### config.mk
export PLATFORM = sky130hd
export DESIGN_NAME = wb_trace_buffer
export DESIGN_NICKNAME = d
export VERILOG_FILES = /design/src/rtl/trace_pkg.sv /design/src/rtl/trace_fifo.sv /design/src/rtl/wb_trace_buffer.sv
export SDC_FILE = /design/constraint.sdc
export NUM_CORES = 2
export LEC_CHECK = 0
export BUFFER_PORTS_ARGS = -buffer_cell sky130_fd_sc_hd__clkbuf_2
export CAP_MARGIN = 10
export CORE_MARGIN = 8
export CORE_UTILIZATION = 45
export CTS_CLUSTER_DIAMETER = 40
export CTS_CLUSTER_SIZE = 30
export DETAILED_ROUTE_END_ITERATION = 8
export PLACE_DENSITY = 0.58
export SYNTH_ARGS = -nofsm -noshare
export SYNTH_HDL_FRONTEND = slang
export SYNTH_SLANG_ARGS = --single-unit
### constraint.sdc
create_clock -name clk -period 26.1 [get_ports clk]
set_input_delay 3.915 -clock clk [delete_from_list [all_inputs] [get_ports clk]]
set_output_delay 3.915 -clock clk [all_outputs]
set_load 0.02 [all_outputs]
### src/rtl/trace_pkg.sv
// Shared types and constants for the write-back retirement trace buffer.
// Entries carry a fixed-width timestamp field; the top zero-extends its counter into it.
package trace_pkg;

  localparam logic [31:0] NOP_INSTR   = 32'h0000_0013;
  localparam logic [1:0]  MODE_OFF    = 2'b00;
  localparam logic [1:0]  MODE_REGW   = 2'b01;
  localparam int          CYCLE_W_MAX = 64;

  typedef enum logic [1:0] {
    ST_IDLE    = 2'd0,
    ST_ARMED   = 2'd1,
    ST_CAPTURE = 2'd2,
    ST_DONE    = 2'd3
  } trace_state_t;

  typedef struct packed {
    logic [31:0]            pc;
    logic [31:0]            instruction;
    logic [31:0]            data;
    logic [4:0]             rd;
    logic [CYCLE_W_MAX-1:0] cycle;
  } trace_entry_t;

  // Mode 01 keeps architectural register writes; modes 1x keep every non-bubble instruction.
  function automatic logic qualifies(input logic [1:0]  mode,
                                     input logic        regwrite,
                                     input logic [4:0]  rd,
                                     input logic [31:0] instr);
    logic q;
    q = 1'b0;
    if (mode == MODE_REGW)
      q = regwrite && (rd != 5'd0);
    else if (mode != MODE_OFF)
      q = (instr != 32'h0) && (instr != NOP_INSTR);
    return q;
  endfunction

endpackage

### src/rtl/trace_fifo.sv
// First-word-fall-through FIFO for trace entries with selectable full policy.
// flush wins over push and pop; drop_o flags a push that could not be stored normally.
module trace_fifo
  import trace_pkg::*;
#(
  parameter int DEPTH     = 16,
  parameter bit OVERWRITE = 1'b0
) (
  input  logic                   clk,
  input  logic                   reset,
  input  logic                   flush_i,
  input  logic                   push_i,
  input  trace_entry_t           entry_i,
  input  logic                   pop_i,
  output trace_entry_t           head_o,
  output logic                   valid_o,
  output logic [$clog2(DEPTH):0] level_o,
  output logic                   drop_o
);

  localparam int AW = $clog2(DEPTH);
  localparam int LW = AW + 1;

  trace_entry_t  mem_q [DEPTH];
  logic [AW-1:0] wptr_q, wptr_d, rptr_q, rptr_d;
  logic [LW-1:0] level_q, level_d;
  logic          full, empty, do_pop, wr_en;

  assign empty  = (level_q == '0);
  assign full   = (level_q == LW'(DEPTH));
  assign do_pop = pop_i & ~empty;

  always_comb begin
    wptr_d  = wptr_q;
    rptr_d  = rptr_q;
    level_d = level_q;
    wr_en   = 1'b0;
    drop_o  = 1'b0;
    if (flush_i) begin
      wptr_d  = '0;
      rptr_d  = '0;
      level_d = '0;
    end else begin
      if (push_i && (!full || do_pop)) begin
        wr_en  = 1'b1;
        wptr_d = wptr_q + AW'(1);
      end else if (push_i) begin
        drop_o = 1'b1;
        // When full, wptr == rptr, so overwriting lands on the oldest slot.
        if (OVERWRITE) begin
          wr_en  = 1'b1;
          wptr_d = wptr_q + AW'(1);
          rptr_d = rptr_q + AW'(1);
        end
      end
      if (do_pop)
        rptr_d = rptr_q + AW'(1);
      if (wr_en && !do_pop && !full)
        level_d = level_q + LW'(1);
      else if (do_pop && !push_i)
        level_d = level_q - LW'(1);
    end
  end

  always_ff @(posedge clk) begin
    if (reset) begin
      wptr_q  <= '0;
      rptr_q  <= '0;
      level_q <= '0;
    end else begin
      wptr_q  <= wptr_d;
      rptr_q  <= rptr_d;
      level_q <= level_d;
    end
  end

  always_ff @(posedge clk) begin
    if (wr_en)
      mem_q[wptr_q] <= entry_i;
  end

  assign valid_o = ~empty;
  assign head_o  = empty ? '0 : mem_q[rptr_q];
  assign level_o = level_q;

endmodule

### src/rtl/wb_trace_buffer.sv
// Retirement trace buffer: filters WB-stage instructions, timestamps them, and queues them
// for draining. WB is sampled into one register stage, so a push lands one edge after sampling.
module wb_trace_buffer
  import trace_pkg::*;
#(
  parameter int DEPTH     = 16,
  parameter int CYCLE_W   = 32,
  parameter bit OVERWRITE = 1'b0
) (
  input  logic                   clk,
  input  logic                   reset,
  input  logic [31:0]            wb_pc,
  input  logic [31:0]            wb_instruction,
  input  logic [31:0]            wb_write_data,
  input  logic [4:0]             wb_rd_addr,
  input  logic                   wb_RegWrite,
  input  logic [1:0]             trace_mode,
  input  logic                   arm,
  input  logic                   trig_en,
  input  logic [31:0]            trig_pc,
  input  logic [15:0]            stop_count,
  input  logic                   flush,
  output logic                   out_valid,
  input  logic                   out_ready,
  output logic [31:0]            out_pc,
  output logic [31:0]            out_instruction,
  output logic [31:0]            out_data,
  output logic [4:0]             out_rd,
  output logic [CYCLE_W-1:0]     out_cycle,
  output logic [$clog2(DEPTH):0] level,
  output logic [15:0]            drop_count,
  output logic [1:0]             state
);

  trace_state_t     state_q, state_d;
  logic [15:0]      cnt_q, cnt_d, cnt_inc;
  logic [CYCLE_W-1:0] cyc_q;
  logic [15:0]      drop_q;
  logic             push_q, push_d;
  trace_entry_t     entry_q, head;
  logic             qual, trig_hit, fifo_drop;
  logic             unused_cyc;

  assign qual     = qualifies(trace_mode, wb_RegWrite, wb_rd_addr, wb_instruction);
  assign trig_hit = qual && (wb_pc == trig_pc);
  assign cnt_inc  = cnt_q + 16'd1;

  always_comb begin
    state_d = state_q;
    cnt_d   = cnt_q;
    push_d  = 1'b0;
    if (arm) begin
      state_d = ST_ARMED;
      cnt_d   = '0;
    end else begin
      case (state_q)
        ST_ARMED: begin
          if (!trig_en) begin
            state_d = ST_CAPTURE;
          end else if (trig_hit) begin
            push_d  = 1'b1;
            cnt_d   = 16'd1;
            state_d = (stop_count == 16'd1) ? ST_DONE : ST_CAPTURE;
          end
        end
        ST_CAPTURE: begin
          if (qual) begin
            push_d = 1'b1;
            cnt_d  = cnt_inc;
            if ((stop_count != 16'd0) && (cnt_inc == stop_count))
              state_d = ST_DONE;
          end
        end
        default: ;
      endcase
    end
  end

  always_ff @(posedge clk) begin
    if (reset) begin
      state_q <= ST_IDLE;
      cnt_q   <= '0;
      cyc_q   <= '0;
      push_q  <= 1'b0;
      entry_q <= '0;
      drop_q  <= '0;
    end else begin
      state_q <= state_d;
      cnt_q   <= cnt_d;
      cyc_q   <= cyc_q + CYCLE_W'(1);
      // flush also cancels the entry still in the sample stage
      push_q  <= push_d & ~flush;
      if (push_d) begin
        entry_q.pc          <= wb_pc;
        entry_q.instruction <= wb_instruction;
        entry_q.data        <= wb_write_data;
        entry_q.rd          <= wb_rd_addr;
        entry_q.cycle       <= CYCLE_W_MAX'(cyc_q);
      end
      if (arm)
        drop_q <= '0;
      else if (fifo_drop && (drop_q != 16'hFFFF))
        drop_q <= drop_q + 16'd1;
    end
  end

  trace_fifo #(
    .DEPTH     (DEPTH),
    .OVERWRITE (OVERWRITE)
  ) u_fifo (
    .clk     (clk),
    .reset   (reset),
    .flush_i (flush),
    .push_i  (push_q),
    .entry_i (entry_q),
    .pop_i   (out_ready),
    .head_o  (head),
    .valid_o (out_valid),
    .level_o (level),
    .drop_o  (fifo_drop)
  );

  assign out_pc          = head.pc;
  assign out_instruction = head.instruction;
  assign out_data        = head.data;
  assign out_rd          = head.rd;
  assign out_cycle       = head.cycle[CYCLE_W-1:0];
  assign unused_cyc      = ^head.cycle;
  assign drop_count      = drop_q;
  assign state           = state_q;

endmodule

Yosys cells after proc, flatten, opt, wreduce, memory -nomap -nowiden. Memories as Yosys holds them, arrays and structs flattened. A register that Yosys moved wholly into a read port is not among the register bits. Cells that the tools add are included.

Memories: 1. Logic and storage cells: 100. Bits in registers: 213. Output and inout port bits: 157. Bits in writable memories: 2128.

Memory list: u_fifo.mem_q (words 16, bits a word 133, read ports 1, clocked after memory_dff 1, wr ports 1, RTL line trace_fifo.sv:24) `trace_entry_t mem_q [DEPTH];`.

$add $sub $neg: 7. Eq/ne operators: 17. Reductions and logical operators: 26. Muxes and demuxes: 31. Bitwise gates (word level): 4.

Operators with widths (count): two-way mux 165 bit (1); two-way mux 16 bit (3); adder 16 x 1 -> 16 bit (second input constant) (2); adder 32 x 1 -> 32 bit (second input constant) (1); == test 32 bit (1); != test 32 x 5 -> 1 bit (second input constant) (1); case mux 16 bit (2 select lines) (1); nonzero test 32 bit (1); == test 16 x 1 -> 1 bit (second input constant) (1); == test 16 bit (1); two-way mux 1 bit (16); != test 16 bit (second input constant) (1); nonzero test 16 bit (1); AND reduction 4 bit (3); two-way mux 5 bit (2); logical AND 1 bit (9); != test 3 bit (second input constant) (3); adder 4 x 1 -> 4 bit (second input constant) (2); two-way mux 2 bit (4); two-way mux 4 bit (2); != test 2 bit (second input constant) (4); nonzero test 2 bit (3); adder 5 x 1 -> 5 bit (second input constant) (1); == test 5 bit (second input constant) (1); 14 further kinds (20).

Logic depth before layout (Yosys ltp).
Word-level depth: 10. Gate-level depth with buffers: 11. Mapped depth without buffers: 11.

Hierarchy. A second synthesis with hierarchy kept.

Cells, all modules: 5234. Area, all modules: 110272.0 sq um.

By module, submodules not included: trace_fifo (area each 101472.3 sq um, cells an instance 4294, sequential area each 79616.4 sq um, times used 1); wb_trace_buffer (area each 8799.7 sq um, cells an instance 940, sequential area each 4003.8 sq um, times used 1).

Least setup slack after synthesis. Ideal clock, no wire load.

Kind: input-to-reg. Start point: input port out_ready. End point: memory u_fifo.mem_q[0][0] (netlist name) (enable). Data arrival time: 13.679 ns. Setup slack: 11.633 ns. Path buffers: 1. Data required time: 25.312 ns. Cell stages on the path: 6. Path through: nand3b_1 -> and2_1 -> clkbuf_1 -> nor2b_1 -> nand2_1 -> nor3_1.

Cells in the longest elaborated chain, start to end: 8.

Ends and longest elaborated chain: from (decl) (RTL line wb_trace_buffer.sv:24) `input logic out_ready,`; AND 1 bit (RTL line trace_fifo.sv:31) `assign do_pop = pop_i & ~empty;`; logical OR 1 bit (RTL line trace_fifo.sv:44) `if (push_i && (!full || do_pop)) begin`; logical AND 1 bit (RTL line trace_fifo.sv:44); two-way mux 1 bit (RTL line trace_fifo.sv:44); two-way mux 1 bit (2 in series) (RTL line trace_fifo.sv:39) `if (flush_i) begin`; two-way mux 1 bit (RTL line trace_fifo.sv:78) `if (wr_en)`; two-way mux 1 bit (not written as such) (RTL line trace_fifo.sv:79) `mem_q[wptr_q] <= entry_i;`; to (decl) (RTL line trace_fifo.sv:24).

Every way passes these cells. The select of a mux whose other input is x is not followed.

==> results list <==
- The run finished with clean final reports.
- Measured on the finished design, the core utilization comes to 0.532.
- Port bufs: 314
- Setup TNS: 0 ps
- Setup repair after global routing left no endpoint under its margin.
* Total wire length: 221 mm
- Of the total power, combinational logic draws 0.006.
- Type of the worst min-delay path: flop to flop
- Cells after synthesis: 4131
- Final setup viols: 0
- Detail Placement HPWL: 108 mm
* Fraction of layout cells with a size suffix above 1: 0.334
- FP Rows: 164
- Relative contribution of sequential cells to total power: 0.470
- The placed instances occupy a cell area of 94800 um2.
- Synthesis produced a netlist with a net count of 4303.
* Mean Syn Cell Area: 21.8 um2
- VDD IR-drop max: 0.0000680 V
- For the worst-skew pair, the clock arrives at the later sink with an insertion delay of 910 ps.
- Standard cell with the maximum stage delay on the critical path: buf_4
* Area of the core: 199000 um2
- Synth async-reset ratio: 0
* Final routed DRC violation total: 0
* Y dimension of the die: 463 um
- Count of cells resized by post-cts repair: 0
- Number of vias per cell after detailed routing: 5.73
- Count of clock tree sinks: 2345
- The sequential cells in the finished layout cover a total of 68300 um2.
- Setup Buffers After CTS: 0
- The number of global-route vias before repair is 45600.
* Final-report max-slew violation count: 0
- The share of total power dissipated in the clock network is 0.524.
- Largest delay share family, worst path: buffers and inverters
- Max-cap violation count: 0
* Leakage power: 37.5 nW
- The clock passes through at most 4 buffers.
* Most used standard cell by instance count after synthesis: edfxtp_1
* Achievable Freq: 102 MHz
- Detailed-router iteration count before antenna repair: 5
- TritonCTS built the clock tree.
* Iter 0 DRT Violations: 3851
- Clock transition time at the flip-flop clock pins of the worst setup and hold paths: 60 ps
- Of the synthesized area, sequential elements account for 0.759.
- Wire length of the first global-routing pass: 322 mm
- Top post-synthesis cells by area: edfxtp_1 71%, mux4_2 17%, dfxtp_1 4.8%, mux2i_1 1.5%, and2_1 0.96%
* Critical-path maximum fanout: 50
* Number of antenna violations at the first check in global routing: 9
- The number of buffers and inverters on the critical path is 4.
- Post-synth top cells: 2128 x edfxtp_1, 665 x mux4_2, 227 x nor2_1, 217 x dfxtp_1, 138 x and2_1
- For the pin with the worst max-slew slack, the measured transition is 1440 ps.
- Syn-to-layout area delta: 17.9%
- The synthesized design contains 2128 enable-type register cells.
* Areal power density over the cells: 81.1 nW/um2
* Internal Pwr Total: 6.84 mW
- Synthesis instantiated 52 different standard cells from the library.
- Die outline width: 463 um
* Count of filler cells inserted in the layout: 15300
- Overall fraction of global-route tracks in use: 0.203
- STA classifies the critical path endpoint as an output port.
- STA puts the critical path data required time at 22180 ps.
- Largest net degree at the start of global routing: 132
- Routed length per instance: 29.2 um
* Final estimated routing congestion in global placement: 0.745
- Summed over all layers, the global routing overflow is 0.
- The number of clock buffers added by TritonCTS is 336.
- Final std cell area, no fill: 106000 um2
- Multi-input gate area: 20800 um2
* Overall via count from detail_route: 43300
- The H-tree generated during clock tree synthesis spans 5 levels.
* Switching fraction of total power: 0.204
- Worst hold slack across all endpoints: 479 ps
- CP startpoint kind: flop
- Proportion of netlist area held by the largest area contributor: 0.711
* Initial Utilization: 0.451
- Syn Std Cell Area: 89900 um2
- Traced cell by cell, the critical path runs through buf_4 -> buf_4 -> buf_4 -> mux4_2 -> mux4_2 -> and2_1 -> clkbuf_2.
* Synthesis Warnings: 0
* Slowest Stage Delay on Critical Path: 900 ps
- Top Ports: 315
- Number of hold-repair buffers added at the cts stage: 0
* Number of nets at the end of the flow: 4808
- Arrival time of data at the critical path endpoint: 5910 ps
- For this run, the leading register cell type out of synthesis is edfxtp_1.
- Worst setup skew after layout: 40.5 ps
* Remaining antenna violation count after routing: 0
- Worst relative slew slack: 0.0397
- The synthesized design spends more area on one cell type than any other, namely edfxtp_1.
* Count of final hold-check violations: 0
- Minimum clock period: 9830 ps
- Summed over all nets, the switching power comes to 1.76 mW.
* Floorplan die area: 214000 um2
- By instance count, the cell type seen most on the critical path is buf_4.
* Worst setup path category: flop to output port
* Clock root buffer: clkbuf_16
- Dividing the final minimum period by the clock period gives 0.377.
- Count of state elements after synthesis: 2345
worst reg2reg max path, stage by stage, from the launching register on:
cell and delay, ps:
dfxtp_1 490, nor4_4 110, nand3b_1 130, and2_1 260, nor2b_1 300, nand2_1 270
nor2_4 760, buf_4 840, buf_4 840, buf_4 790
flip-flops by register name, indices dropped and copies added, names as in the netlist, named ones only:
| signal | cells |
|---|---|
| cnt_q | 16 |
| state | 2 |
| u_fifo.level_o | 5 |
| cyc_q | 32 |
| u_fifo.rptr_q | 4 |
| drop_count | 16 |
| push_q | 1 |
| u_fifo.mem_q | 2128 |
| entry_q | 133 |
| u_fifo.wptr_q | 4 |
power groups by stage:
| stage | logic, mW | clock network (mW) | registers (mW) |
|---|---|---|---|
| global placement | 0.0565 | 0 | 4.12 |
| CTS | 0.0569 | 4.59 | 4.04 |
| finish | 0.0557 | 4.50 | 4.04 |
| global route | 0.0597 | 4.75 | 4.04 |
| floorplan | 0.0228 | 0 | 4.12 |
| detailed placement | 0.0567 | 0 | 4.12 |
routing by layer:
layer  share of wire  global-route usage
met1            0.42               0.273
met2            0.50               0.341
met3           0.060              0.0375
met4           0.026              0.0578
met5               0                   0
path summary, 6_finish.rpt:
kind	from	to	slack, ps	depth (start not counted)
worst max-delay path	flop	out_data[23]	16270	7
worst min-delay path	cyc_q[0]	cyc_q[0]	480	1
worst max register to register	u_fifo.level_o[0]	u_fifo.mem_q[4][65]	20880	9
worst min register to register	cyc_q[0]	cyc_q[0]	480	1
cell families (layout without fill, tap and decap cells):
| group | Yosys count | after routing | synth area share |
|---|---|---|---|
| compound gates | 81 | 81 | 0.00541 |
| simple gates | 554 | 554 | 0.0311 |
| buf+inv | 235 | 1006 | 0.0110 |
| fa+ha+maj | 14 | 14 | 0.00203 |
| flops | 2345 | 2345 | 0.759 |
| mux | 801 | 801 | 0.182 |
| xor+xnor | 101 | 101 | 0.00984 |
| other cells | 0 | 6 | 0 |
cell usage in the layout (no fill, tap or decap), drive strengths merged, types with 7 or more instances in the layout:
master / netlist / final
nor4: 22 / 22
nand2: 38 / 38
nand3: 39 / 39
nor2: 227 / 227
nor2b: 7 / 7
clkbuf: 134 / 704
mux4: 665 / 665
nand4: 17 / 17
dfxtp: 217 / 217
or3: 8 / 8
inv: 15 / 86
or4: 11 / 11
o21ai: 28 / 28
bufinv: 0 / 29
clkinv: 0 / 77
and2: 138 / 138
a21oi: 32 / 32
clkinvlp: 0 / 37
and3: 17 / 17
mux2i: 136 / 136
xnor2: 28 / 28
nor3: 10 / 10
xor2: 73 / 73
edfxtp: 2128 / 2128
buf: 86 / 73
ha: 13 / 13
metrics by stage:
step / cells / setup WS (ps) / total power, mW
after CTS: 7558 / 15920 / 8.69
after detailed placement: 6954 / 16940 / 4.18
final: 7564 / 16270 / 8.60
after global routing: 7561 / 15630 / 8.84
after floorplan: 4131 / 11630 / 4.14
after global placement: 6954 / 16940 / 4.17
layout make-up:
type                       instances  area share
clock buffer                     390      0.0841
sequential                      2345       0.644
clock inverter                   214      0.0223
multi-input combinational       1551       0.196
tap                             2656      0.0313
timing repair buffer             387      0.0216
antenna                            6    0.000142
inverter                          15    0.000578
No activity file was read; power rests on OpenSTA's default activity.
